File: config.mk
export PLATFORM = sky130hd
export DESIGN_NAME = sccb_slave
export DESIGN_NICKNAME = d
export VERILOG_FILES = /design/src/rtl/sccb_slave_pkg.sv /design/src/rtl/sccb_slave_line_sync.sv /design/src/rtl/sccb_slave.sv
export SDC_FILE = /design/constraint.sdc
export NUM_CORES = 1
export LEC_CHECK = 0
export CORE_UTILIZATION = 30
export DETAILED_ROUTE_END_ITERATION = 7
export GPL_TIMING_DRIVEN = 0
export PLACE_DENSITY_LB_ADDON = 0.2
export REMOVE_ABC_BUFFERS = 1
export SETUP_SLACK_MARGIN = 0.4
export SYNTH_ARGS = -nofsm -noshare
export SYNTH_HDL_FRONTEND = slang
export SYNTH_HIERARCHICAL = 1
export SYNTH_SLANG_ARGS = --single-unit
File: constraint.sdc
create_clock -name i_clk -period 7.4 [get_ports i_clk]
set_clock_uncertainty 0.2 [all_clocks]
set_input_delay 1.48 -clock i_clk [delete_from_list [all_inputs] [get_ports i_clk]]
set_output_delay 1.48 -clock i_clk [all_outputs]
set_load 0.02 [all_outputs]
File: src/rtl/sccb_slave_pkg.sv
// Shared types and constants for the SCCB responder: FSM states, default device ID, and the ACK level.
`timescale 1ns/1ps
package sccb_slave_pkg;

    typedef enum logic [2:0] {
        ST_IDLE   = 3'd0,
        ST_ID     = 3'd1,
        ST_ADDR_H = 3'd2,
        ST_ADDR_L = 3'd3,
        ST_WDATA  = 3'd4,
        ST_RDATA  = 3'd5,
        ST_RD_NA  = 3'd6,
        ST_IGNORE = 3'd7
    } state_t;

    localparam logic [7:0] DEF_DEV_ADDR  = 8'h78;
    localparam logic       SCCB_ACK      = 1'b0;
    localparam logic [3:0] BITS_PER_BYTE = 4'd8;

    // The R/W bit (bit 0) never takes part in the ID comparison.
    function automatic logic id_match(input logic [7:0] id, input logic [7:0] dev);
        return (id | 8'h01) == (dev | 8'h01);
    endfunction

endpackage

File: src/rtl/sccb_slave_line_sync.sv
// Brings SIOC/SIOD into the i_clk domain and derives level plus rise/fall strobes for both lines.
`timescale 1ns/1ps
module sccb_slave_line_sync #(
    parameter int SYNC_STAGES = 2
) (
    input  logic i_clk,
    input  logic i_rst,
    input  logic i_sioc,
    input  logic i_siod,
    output logic o_sioc,
    output logic o_siod,
    output logic o_sioc_rise,
    output logic o_sioc_fall,
    output logic o_siod_rise,
    output logic o_siod_fall
);

    // Each stage carries {sioc, siod}; the last stage is the synchronized level.
    logic [SYNC_STAGES-1:0][1:0] sync_q, sync_d;
    logic [1:0]                  hist_q, hist_d;
    logic [1:0]                  level;

    always_comb begin
        sync_d = {sync_q[SYNC_STAGES-2:0], i_sioc, i_siod};
        hist_d = sync_q[SYNC_STAGES-1];
    end

    // NOTE: an idle bus is high, so the chain resets to 1 and no edge appears at reset release.
    always_ff @(posedge i_clk or posedge i_rst) begin
        if (i_rst) begin
            sync_q <= '1;
            hist_q <= 2'b11;
        end else begin
            sync_q <= sync_d;
            hist_q <= hist_d;
        end
    end

    assign level       = sync_q[SYNC_STAGES-1];
    assign o_sioc      = level[1];
    assign o_siod      = level[0];
    assign o_sioc_rise = level[1] & ~hist_q[1];
    assign o_sioc_fall = ~level[1] & hist_q[1];
    assign o_siod_rise = level[0] & ~hist_q[0];
    assign o_siod_fall = ~level[0] & hist_q[0];

endmodule

File: src/rtl/sccb_slave.sv
// SCCB responder: decodes 3-phase writes and 2-phase reads, drives ACK/read data on SIOD and
// presents a register-file write/read port with an auto-incrementing 16-bit address pointer.
`timescale 1ns/1ps
module sccb_slave
    import sccb_slave_pkg::*;
#(
    parameter logic [7:0] DEV_ADDR    = DEF_DEV_ADDR,
    parameter int         SYNC_STAGES = 2
) (
    input  logic        i_clk,
    input  logic        i_rst,
    input  logic        i_sioc,
    input  logic        i_siod_in,
    output logic        o_siod_oe,
    output logic        o_siod_out,
    output logic        o_wr_en,
    output logic [15:0] o_wr_addr,
    output logic [7:0]  o_wr_data,
    output logic        o_rd_req,
    output logic [15:0] o_rd_addr,
    input  logic [7:0]  i_rd_data,
    output logic        o_busy
);

    logic sioc, siod, sioc_rise, sioc_fall, siod_rise, siod_fall;
    logic start_det, stop_det, rx_state;
    logic [7:0] byte_in;

    state_t      state_q,    state_d;
    logic [3:0]  bit_cnt_q,  bit_cnt_d;
    logic [7:0]  shift_q,    shift_d;
    logic [15:0] ptr_q,      ptr_d;
    logic        ack_q,      ack_d;
    logic        rd_pend_q,  rd_pend_d;
    logic [7:0]  rd_shift_q, rd_shift_d;
    logic        oe_q,       oe_d;
    logic        out_q,      out_d;
    logic        busy_q,     busy_d;
    logic        wr_en_q,    wr_en_d;
    logic [15:0] wr_addr_q,  wr_addr_d;
    logic [7:0]  wr_data_q,  wr_data_d;
    logic        rd_req_q,   rd_req_d;
    logic [15:0] rd_addr_q,  rd_addr_d;

    sccb_slave_line_sync #(
        .SYNC_STAGES (SYNC_STAGES)
    ) u_line_sync (
        .i_clk       (i_clk),
        .i_rst       (i_rst),
        .i_sioc      (i_sioc),
        .i_siod      (i_siod_in),
        .o_sioc      (sioc),
        .o_siod      (siod),
        .o_sioc_rise (sioc_rise),
        .o_sioc_fall (sioc_fall),
        .o_siod_rise (siod_rise),
        .o_siod_fall (siod_fall)
    );

    assign start_det = siod_fall & sioc;
    assign stop_det  = siod_rise & sioc;
    assign rx_state  = (state_q == ST_ID)     || (state_q == ST_ADDR_H) ||
                       (state_q == ST_ADDR_L) || (state_q == ST_WDATA);
    assign byte_in   = {shift_q[6:0], siod};

    // ack_q marks an ACK slot (ours or the master's); the fall that closes it starts the next byte.
    always_comb begin
        // NOTE: every _d starts from its _q (pulses from 0) so no path leaves a latch behind.
        state_d    = state_q;
        bit_cnt_d  = bit_cnt_q;
        shift_d    = shift_q;
        ptr_d      = ptr_q;
        ack_d      = ack_q;
        rd_pend_d  = 1'b0;
        rd_shift_d = rd_shift_q;
        oe_d       = oe_q;
        out_d      = out_q;
        busy_d     = busy_q;
        wr_en_d    = 1'b0;
        wr_addr_d  = wr_addr_q;
        wr_data_d  = wr_data_q;
        rd_req_d   = 1'b0;
        rd_addr_d  = rd_addr_q;

        if (rd_pend_q) begin
            rd_shift_d = i_rd_data;
        end

        if (start_det) begin
            state_d   = ST_ID;
            bit_cnt_d = 4'd0;
            ack_d     = 1'b0;
            oe_d      = 1'b0;
            out_d     = 1'b0;
        end else if (stop_det) begin
            state_d   = ST_IDLE;
            bit_cnt_d = 4'd0;
            ack_d     = 1'b0;
            oe_d      = 1'b0;
            out_d     = 1'b0;
            busy_d    = 1'b0;
        end else if (sioc_rise) begin
            if (rx_state && !ack_q && (bit_cnt_q < BITS_PER_BYTE)) begin
                shift_d   = byte_in;
                bit_cnt_d = bit_cnt_q + 4'd1;
                if ((state_q == ST_WDATA) && (bit_cnt_q == BITS_PER_BYTE - 4'd1)) begin
                    wr_en_d   = 1'b1;
                    wr_addr_d = ptr_q;
                    wr_data_d = byte_in;
                    ptr_d     = ptr_q + 16'd1;
                end
            end else if (state_q == ST_RD_NA) begin
                if (siod) begin
                    state_d = ST_IGNORE;
                end else begin
                    ptr_d     = ptr_q + 16'd1;
                    rd_req_d  = 1'b1;
                    rd_addr_d = ptr_q + 16'd1;
                    rd_pend_d = 1'b1;
                    ack_d     = 1'b1;
                    state_d   = ST_RDATA;
                end
            end
        end else if (sioc_fall) begin
            if (ack_q) begin
                ack_d     = 1'b0;
                bit_cnt_d = 4'd0;
                if (state_q == ST_RDATA) begin
                    oe_d       = 1'b1;
                    out_d      = rd_shift_q[7];
                    rd_shift_d = {rd_shift_q[6:0], 1'b0};
                    bit_cnt_d  = 4'd1;
                end else begin
                    oe_d  = 1'b0;
                    out_d = 1'b0;
                end
            end else if (rx_state && (bit_cnt_q == BITS_PER_BYTE)) begin
                ack_d = 1'b1;
                oe_d  = 1'b1;
                out_d = SCCB_ACK;
                case (state_q)
                    ST_ID: begin
                        if (!id_match(shift_q, DEV_ADDR)) begin
                            state_d = ST_IGNORE;
                            ack_d   = 1'b0;
                            oe_d    = 1'b0;
                            busy_d  = 1'b0;
                        end else begin
                            busy_d = 1'b1;
                            if (shift_q[0]) begin
                                rd_req_d  = 1'b1;
                                rd_addr_d = ptr_q;
                                rd_pend_d = 1'b1;
                                state_d   = ST_RDATA;
                            end else begin
                                state_d = ST_ADDR_H;
                            end
                        end
                    end
                    ST_ADDR_H: begin
                        ptr_d[15:8] = shift_q;
                        state_d     = ST_ADDR_L;
                    end
                    ST_ADDR_L: begin
                        ptr_d[7:0] = shift_q;
                        state_d    = ST_WDATA;
                    end
                    default: begin
                        state_d = state_q;
                    end
                endcase
            end else if (state_q == ST_RDATA) begin
                if (bit_cnt_q < BITS_PER_BYTE) begin
                    out_d      = rd_shift_q[7];
                    rd_shift_d = {rd_shift_q[6:0], 1'b0};
                    bit_cnt_d  = bit_cnt_q + 4'd1;
                end else begin
                    oe_d      = 1'b0;
                    out_d     = 1'b0;
                    bit_cnt_d = 4'd0;
                    state_d   = ST_RD_NA;
                end
            end
        end
    end

    // NOTE: state uses non-blocking assignments so every flop samples pre-edge values.
    always_ff @(posedge i_clk or posedge i_rst) begin
        if (i_rst) begin
            state_q    <= ST_IDLE;
            bit_cnt_q  <= 4'd0;
            shift_q    <= 8'h00;
            ptr_q      <= 16'h0000;
            ack_q      <= 1'b0;
            rd_pend_q  <= 1'b0;
            rd_shift_q <= 8'h00;
            oe_q       <= 1'b0;
            out_q      <= 1'b0;
            busy_q     <= 1'b0;
            wr_en_q    <= 1'b0;
            wr_addr_q  <= 16'h0000;
            wr_data_q  <= 8'h00;
            rd_req_q   <= 1'b0;
            rd_addr_q  <= 16'h0000;
        end else begin
            state_q    <= state_d;
            bit_cnt_q  <= bit_cnt_d;
            shift_q    <= shift_d;
            ptr_q      <= ptr_d;
            ack_q      <= ack_d;
            rd_pend_q  <= rd_pend_d;
            rd_shift_q <= rd_shift_d;
            oe_q       <= oe_d;
            out_q      <= out_d;
            busy_q     <= busy_d;
            wr_en_q    <= wr_en_d;
            wr_addr_q  <= wr_addr_d;
            wr_data_q  <= wr_data_d;
            rd_req_q   <= rd_req_d;
            rd_addr_q  <= rd_addr_d;
        end
    end

    assign o_siod_oe  = oe_q;
    assign o_siod_out = out_q;
    assign o_busy     = busy_q;
    assign o_wr_en    = wr_en_q;
    assign o_wr_addr  = wr_addr_q;
    assign o_wr_data  = wr_data_q;
    assign o_rd_req   = rd_req_q;
    assign o_rd_addr  = rd_addr_q;

endmodule

# [After elaboration in Yosys (flattened, before gate mapping)]
# Index checks and enable logic that the tools add are counted.
[word_totals] regBits=91 output_inout_bits=45 in_bits=12 word_cells=199
[op_classes] order_cmp=1 eq_ne=28 muxes=104 n_addsub=2 n_bitwise=12 reduce_logical=34
[ops] cell="$mux 16" count=16
[ops] cell="$mux 8" count=12
[ops] cell="$mux 1" count=53
[ops] cell="$mux 3" count=12
[ops] cell="$mux 4" count=9
[ops] cell="$reduce_bool 2->1" count=10
[ops] cell="$reduce_and 9->1" count=2
[ops] cell="$add 16x1->16 const B" count=1
[ops] cell="$reduce_and 4->1" count=4
[ops] cell="$reduce_bool 5->1" count=3
[ops] cell="$ne 4x4->1 const B" count=3
[ops] cell="$reduce_and 11->1" count=1
[ops] cell="$ne 5x4->1 const B" count=2
[ops] cell="$eq 3x3->1 const B" count=3
[ops] cell="$pmux 3 s3" count=1
[ops] cell="$ne 2x2->1 const B" count=4
[ops] cell="$ne 4x1->1 const B" count=2
[ops] cell="$eq 7x6->1 const B" count=1
[ops] cell="$ne 7x7->1 const B" count=1
[ops] cell="$reduce_and 7->1" count=1
[ops] cell="$and 1x1->1" count=6
[ops] cell="$eq 3x2->1 const B" count=2
[ops] cell="$ne 3x1->1 const B" count=2
[ops] cell="$not 1->1" count=6
[ops] cell="other kinds (18)" count=24

# [Depth between registers and ports, before layout]
[logic_depth] ltp_word=11 mapped_depth=9 depth_no_buf=7

# [By module]
# The synthesis kept the hierarchy.
[modules_own_cells] mod="sccb_slave" area_per_inst_um2=4481.8 seq_area_each_um2=2127.0 instances=1 cells_per_inst=415
[modules_own_cells] mod="sccb_slave_line_sync" area_per_inst_um2=196.4 seq_area_each_um2=157.7 instances=1 cells_per_inst=11

# [Least setup slack after synthesis]
# OpenSTA, ideal clock, no wires.
[synth_path] path_type="register to register" startpoint="reg u_line_sync.hist_q[1]" endpoint="reg rd_addr_q[0] (netlist: o_rd_addr[0])" setup_ps=125 setup_slack_ps=5136 path_stages_with_launch=9 t_arrival_ps=1939 t_required_ps=7075 n_path_buf=2 synth_period_minus_slack_ps=2264 cell_sequence="dfstp_2 and2b_2 nor2b_1 and3_1 nand3_1 a21o_1 buf_6 buf_6 mux2_4"
[synth_between] elab_chain_cells=4 word_cells_on_any_way=14 cone_classes="4 x eq/ne; 1 x mux; 3 x bitwise; 6 x reduce/logical"
[synth_lines] item="start, declared" line="sccb_slave_line_sync.sv:20" text="logic [1:0] hist_q, hist_d;"
[synth_lines] item="start signal, assigned" line="sccb_slave_line_sync.sv:35" text="hist_q <= hist_d;"
[synth_lines] item="$not 1->1 (*)" line="sccb_slave_line_sync.sv:42" text="assign o_sioc_rise = level[1] & ~hist_q[1];"
[synth_lines] item="$and 1x1->1 (*)" line="sccb_slave_line_sync.sv:42"
[synth_lines] item="named net sioc_rise" line="sccb_slave.sv:25" text="logic sioc, siod, sioc_rise, sioc_fall, siod_rise, siod_fall;"
[synth_lines] item="$ne 2x2->1 (no line), or another cell as far along"
[synth_lines] item="$reduce_and 11->1 (no line)"
[synth_lines] item="end signal, assigned" line="sccb_slave.sv:220" text="rd_addr_q <= rd_addr_d;"
[synth_lines] item="end, declared" line="sccb_slave.sv:43" text="logic [15:0] rd_addr_q, rd_addr_d;"
# The timed path passes the listed nets; every way through them passes the cells marked *.
# A chain may end at the register's enable or synchronous reset.

# [Final worst setup path]
[layout_path] startpoint="reg u_line_sync.sync_q, in the netlist u_line_sync/hist_d[1]" endpoint="reg wr_data_q[4] (netlist: o_wr_data[4])"
[layout_between] word_cells_on_any_way=6 cone_classes="5 x bitwise; 1 x reduce/logical"
[layout_rtl] item="start, declared" line="sccb_slave_line_sync.sv:19" text="logic [SYNC_STAGES-1:0][1:0] sync_q, sync_d;"
[layout_rtl] item="start signal, assigned" line="sccb_slave_line_sync.sv:34" text="sync_q <= sync_d;"
[layout_rtl] item="$and 1x1->1" line="sccb_slave_line_sync.sv:42"
[layout_rtl] item="named net sioc_rise" line="sccb_slave.sv:25"
[layout_rtl] item="$reduce_and 5->1 (no line)"
[layout_rtl] item="end signal, assigned" line="sccb_slave.sv:218" text="wr_data_q <= wr_data_d;"
[layout_rtl] item="end, declared" line="sccb_slave.sv:41" text="logic [7:0] wr_data_q, wr_data_d;"
# The timed path passes the listed nets, and every way through them passes these cells.

==> impl_metrics.tcl <==
set metrics [dict create \
    coreArea_sq_um 15200 \
    layout.nets 484 \
    yosysTopAreaCell "dfrtp_1" \
    hp-class "register to register" \
    ctsResizeCount 0 \
    fin_area_sq_um 5660 \
    grt_start_max_net_pins 61 \
    hold_buffers 0 \
    synthTopCellsByArea "dfrtp_1 (45%), mux2_2 (8.2%), mux2_4 (4.8%)" \
    path_max_fanout 51 \
    ios 57 \
    grt_pass1_wl_mm 18.1 \
    holdPathStages 0 \
    synthSimpleGateAreaFrac_pct 15.2 \
    hpwl_mm 7.13 \
    drt-wirelength-per-cell_um 16.1 \
    synthAdderAreaFrac_pct 1.07 \
    die-height_um 127 \
    register_area_sq_um 2280 \
    synth_compound_area_share_pct 12.5 \
    track_usage_pct 14.4 \
    synth_edf_count 0 \
    worstSetupPathType "register to register" \
    clock_latency_ns 0.35 \
    worst_slew_pin_slew_ns 1.21 \
    finalCritPeriodShare_pct 47.2 \
    yosysUniqueCellTypes 58 \
    die_w_um 127 \
    ys_async_sr_fraction_pct 100 \
    n_fill_cell 1512 \
    initial_utilization_pct 30.8 \
    drive_above_1_share_pct 18.4 \
    max_cap_violations 0 \
    rrSetupSlack_ns 3.91 \
    areaGrowthSynthToFinish_pct 20.9 \
    syn-instance-count 426 \
    cts_setup_buffers 0 \
    vias 3355 \
    yosys.cell_count.top_type "dfrtp_1" \
    htreeDepth 3 \
    overflow 0 \
    max_slew_margin_pct 18.4 \
    first_global_vias 3348 \
    utilization_pct 37.2 \
    cts-root-buf "clkbuf_16" \
    portBuffers 56 \
    rr_worst_depth 5 \
    cts_tree "done" \
    synthMuxAreaShare_pct 15.2 \
    cts.reportedPaths.clkPinSlew_ns 0.06 \
    total_power_mw 1.68 \
    cts_buffer_depth 2 \
    synth_commonest_cells "dfrtp_1 (85), nand2_1 (35), mux2_2 (34)" \
    post_dp_cell_area_sq_um 5350 \
    multiInputGateArea_sq_um 2200 \
    antenna_cells 0 \
    cts_buffers 9 \
    worstPathRequired_ns 7.43 \
    cts_sinks 91 \
    viasPerCell 5.08 \
    gp_congestion 0.783 \
    p_leak_nw 2.44 \
    wl_mm 10.6 \
    max_freq_mhz 286 \
    p_per_area_nw_per_um2 298 \
    syn_area_per_cell_sq_um 11.0 \
    die_area_sq_um 16100 \
    drcViolationCount 0 \
    fin_crit_ns 3.49 \
    drt-pass1-iter-count 5 \
    crit_path_start_kind "register" \
    status "finished, final reports clean" \
    tns_ns 0 \
    synth_seq_area_share_pct 48.8 \
    synth_top_family_by_area "simple AND/OR/NAND/NOR gates" \
    rsz0062_at_grt "false" \
    num_rows 45 \
    synthXorXnorAreaFrac_pct 3.00 \
    ant_nets 0 \
    synth_warnings 6 \
    grt_antenna_before_repair 0 \
    final_hold_viol_count 0 \
    syn_area_sq_um 4680 \
    setup_viol 0 \
    ir_worst_vdd_mv 0.0987 \
    drt_iter0_markers 211 \
    synth-seq-cells 91 \
    hold_slack_ns 0.157 \
    end_kind "register" \
    arrival_ns 3.52 \
    maxSlewViolCount 0 \
    synth.top_cell.area_share_pct 45.5 \
    synth_top_flop_cell "dfrtp_1" \
]
==> through the flow <==
step | worst slack [ns] | instances
after floorplan | 3.53 | 400
after global placement | 1.98 | 644
after detailed placement | 3.84 | 645
after CTS | 3.84 | 661
after global routing | 3.67 | 661
final | 3.91 | 661
==> worst max-delay path: stages (launching register included) <==
cell	delay [ns]
dfstp_2	0.61
and2b_2	0.76
nand4_1	0.20
nand2b_1	0.42
nand4b_4	0.66
mux2_1	0.51
==> registers in the layout, summed over array words and instances, names as in the netlist <==
| signal | cells |
|---|---|
| rd_shift_q | 8 |
| o_busy | 1 |
| o_siod_out | 1 |
| o_wr_en | 1 |
| u_line_sync/sync_d | 2 |
| o_wr_addr | 16 |
| u_line_sync/hist_d | 2 |
| u_line_sync/hist_q | 2 |
| o_rd_req | 1 |
| ack_q | 1 |
| o_siod_oe | 1 |
| o_wr_data | 8 |
| state_q | 3 |
| bit_cnt_q | 4 |
| o_rd_addr | 16 |
| shift_q | 8 |
| ptr_q | 16 |
==> cell families (layout without fill, tap and decap cells) <==
family | Yosys count | in the layout
AND/OR/NAND/NOR | 125 | 125
AO/OA/AOI/OAI | 94 | 94
flip-flops | 91 | 91
multiplexers | 59 | 59
buffers and inverters | 37 | 84
XOR/XNOR | 16 | 16
adder cells (fa/ha/maj) | 4 | 4
==> metal layers <==
layer	vias to the layer above	wire, um	GRT usage (%)
met5	-	0	0
li1	1624	-	-
met2	63	4850	21.6
met4	0	189	6.44
met3	12	319	2.24
met1	1656	5250	20.4
==> final cells by class <==
| class | count | share of cell area, % |
|---|---|---|
| repair buffers | 57 | 10.4 |
| well taps | 188 | 4.16 |
| flip-flops and latches | 91 | 40.4 |
| inverters | 11 | 0.774 |
| clock buffers | 11 | 4.29 |
| clock inverters | 5 | 1.06 |
| multi-input cells | 298 | 38.9 |
==> placed cells by master, fill, tap and decap left out, types with 2 or more instances in the layout <==
| master | count |
|---|---|
| a211oi_1 | 3 |
| a21o_1 | 2 |
| a21oi_1 | 22 |
| a2bb2oi_1 | 4 |
| a31oi_1 | 5 |
| a32o_1 | 2 |
| and2b_2 | 4 |
| and3_1 | 7 |
| and3b_1 | 4 |
| and4_1 | 3 |
| clkbuf_16 | 9 |
| clkdlybuf4s50_1 | 56 |
| dfrtp_1 | 85 |
| dfstp_2 | 6 |
| ha_1 | 4 |
| inv_1 | 10 |
| mux2_2 | 34 |
| mux2_4 | 15 |
| mux2i_1 | 9 |
| nand2_1 | 35 |
| nand2b_1 | 2 |
| nand3_1 | 19 |
| nand4_1 | 4 |
| nor2_1 | 16 |
| nor2b_1 | 5 |
| nor3_1 | 7 |
| nor3_2 | 3 |
| nor3b_1 | 2 |
| nor4b_2 | 2 |
| o211ai_1 | 3 |
| o21a_1 | 3 |
| o21ai_0 | 29 |
| o22a_1 | 2 |
| o22ai_1 | 7 |
| o31ai_1 | 3 |
| or3_1 | 4 |
| xnor2_1 | 7 |
| xor2_1 | 9 |
==> report_power, final <==
part           internal (mW)  total (mW)  switching, mW
clock network          0.272       0.471          0.199
logic                  0.227       0.422          0.195
registers              0.621       0.790          0.169
total                   1.12        1.68          0.563
==> final timing paths <==
kind	startpoint	endpoint
max reg2reg	u_line_sync/hist_d[1]$_DFF_PP1_	o_wr_data[4]$_DFFE_PP0P_
min in group asynchronous	i_rst	bit_cnt_q[2]$_DFFE_PP0P_
max	u_line_sync/hist_d[1]$_DFF_PP1_	o_wr_data[4]$_DFFE_PP0P_
max in group asynchronous	i_rst	ptr_q[9]$_DFFE_PP0P_
min reg2reg	u_line_sync/sync_d[3]$_DFF_PP1_	u_line_sync/hist_d[1]$_DFF_PP1_
min	u_line_sync/sync_d[3]$_DFF_PP1_	u_line_sync/hist_d[1]$_DFF_PP1_
No activity file was read; power rests on OpenSTA's default activity.
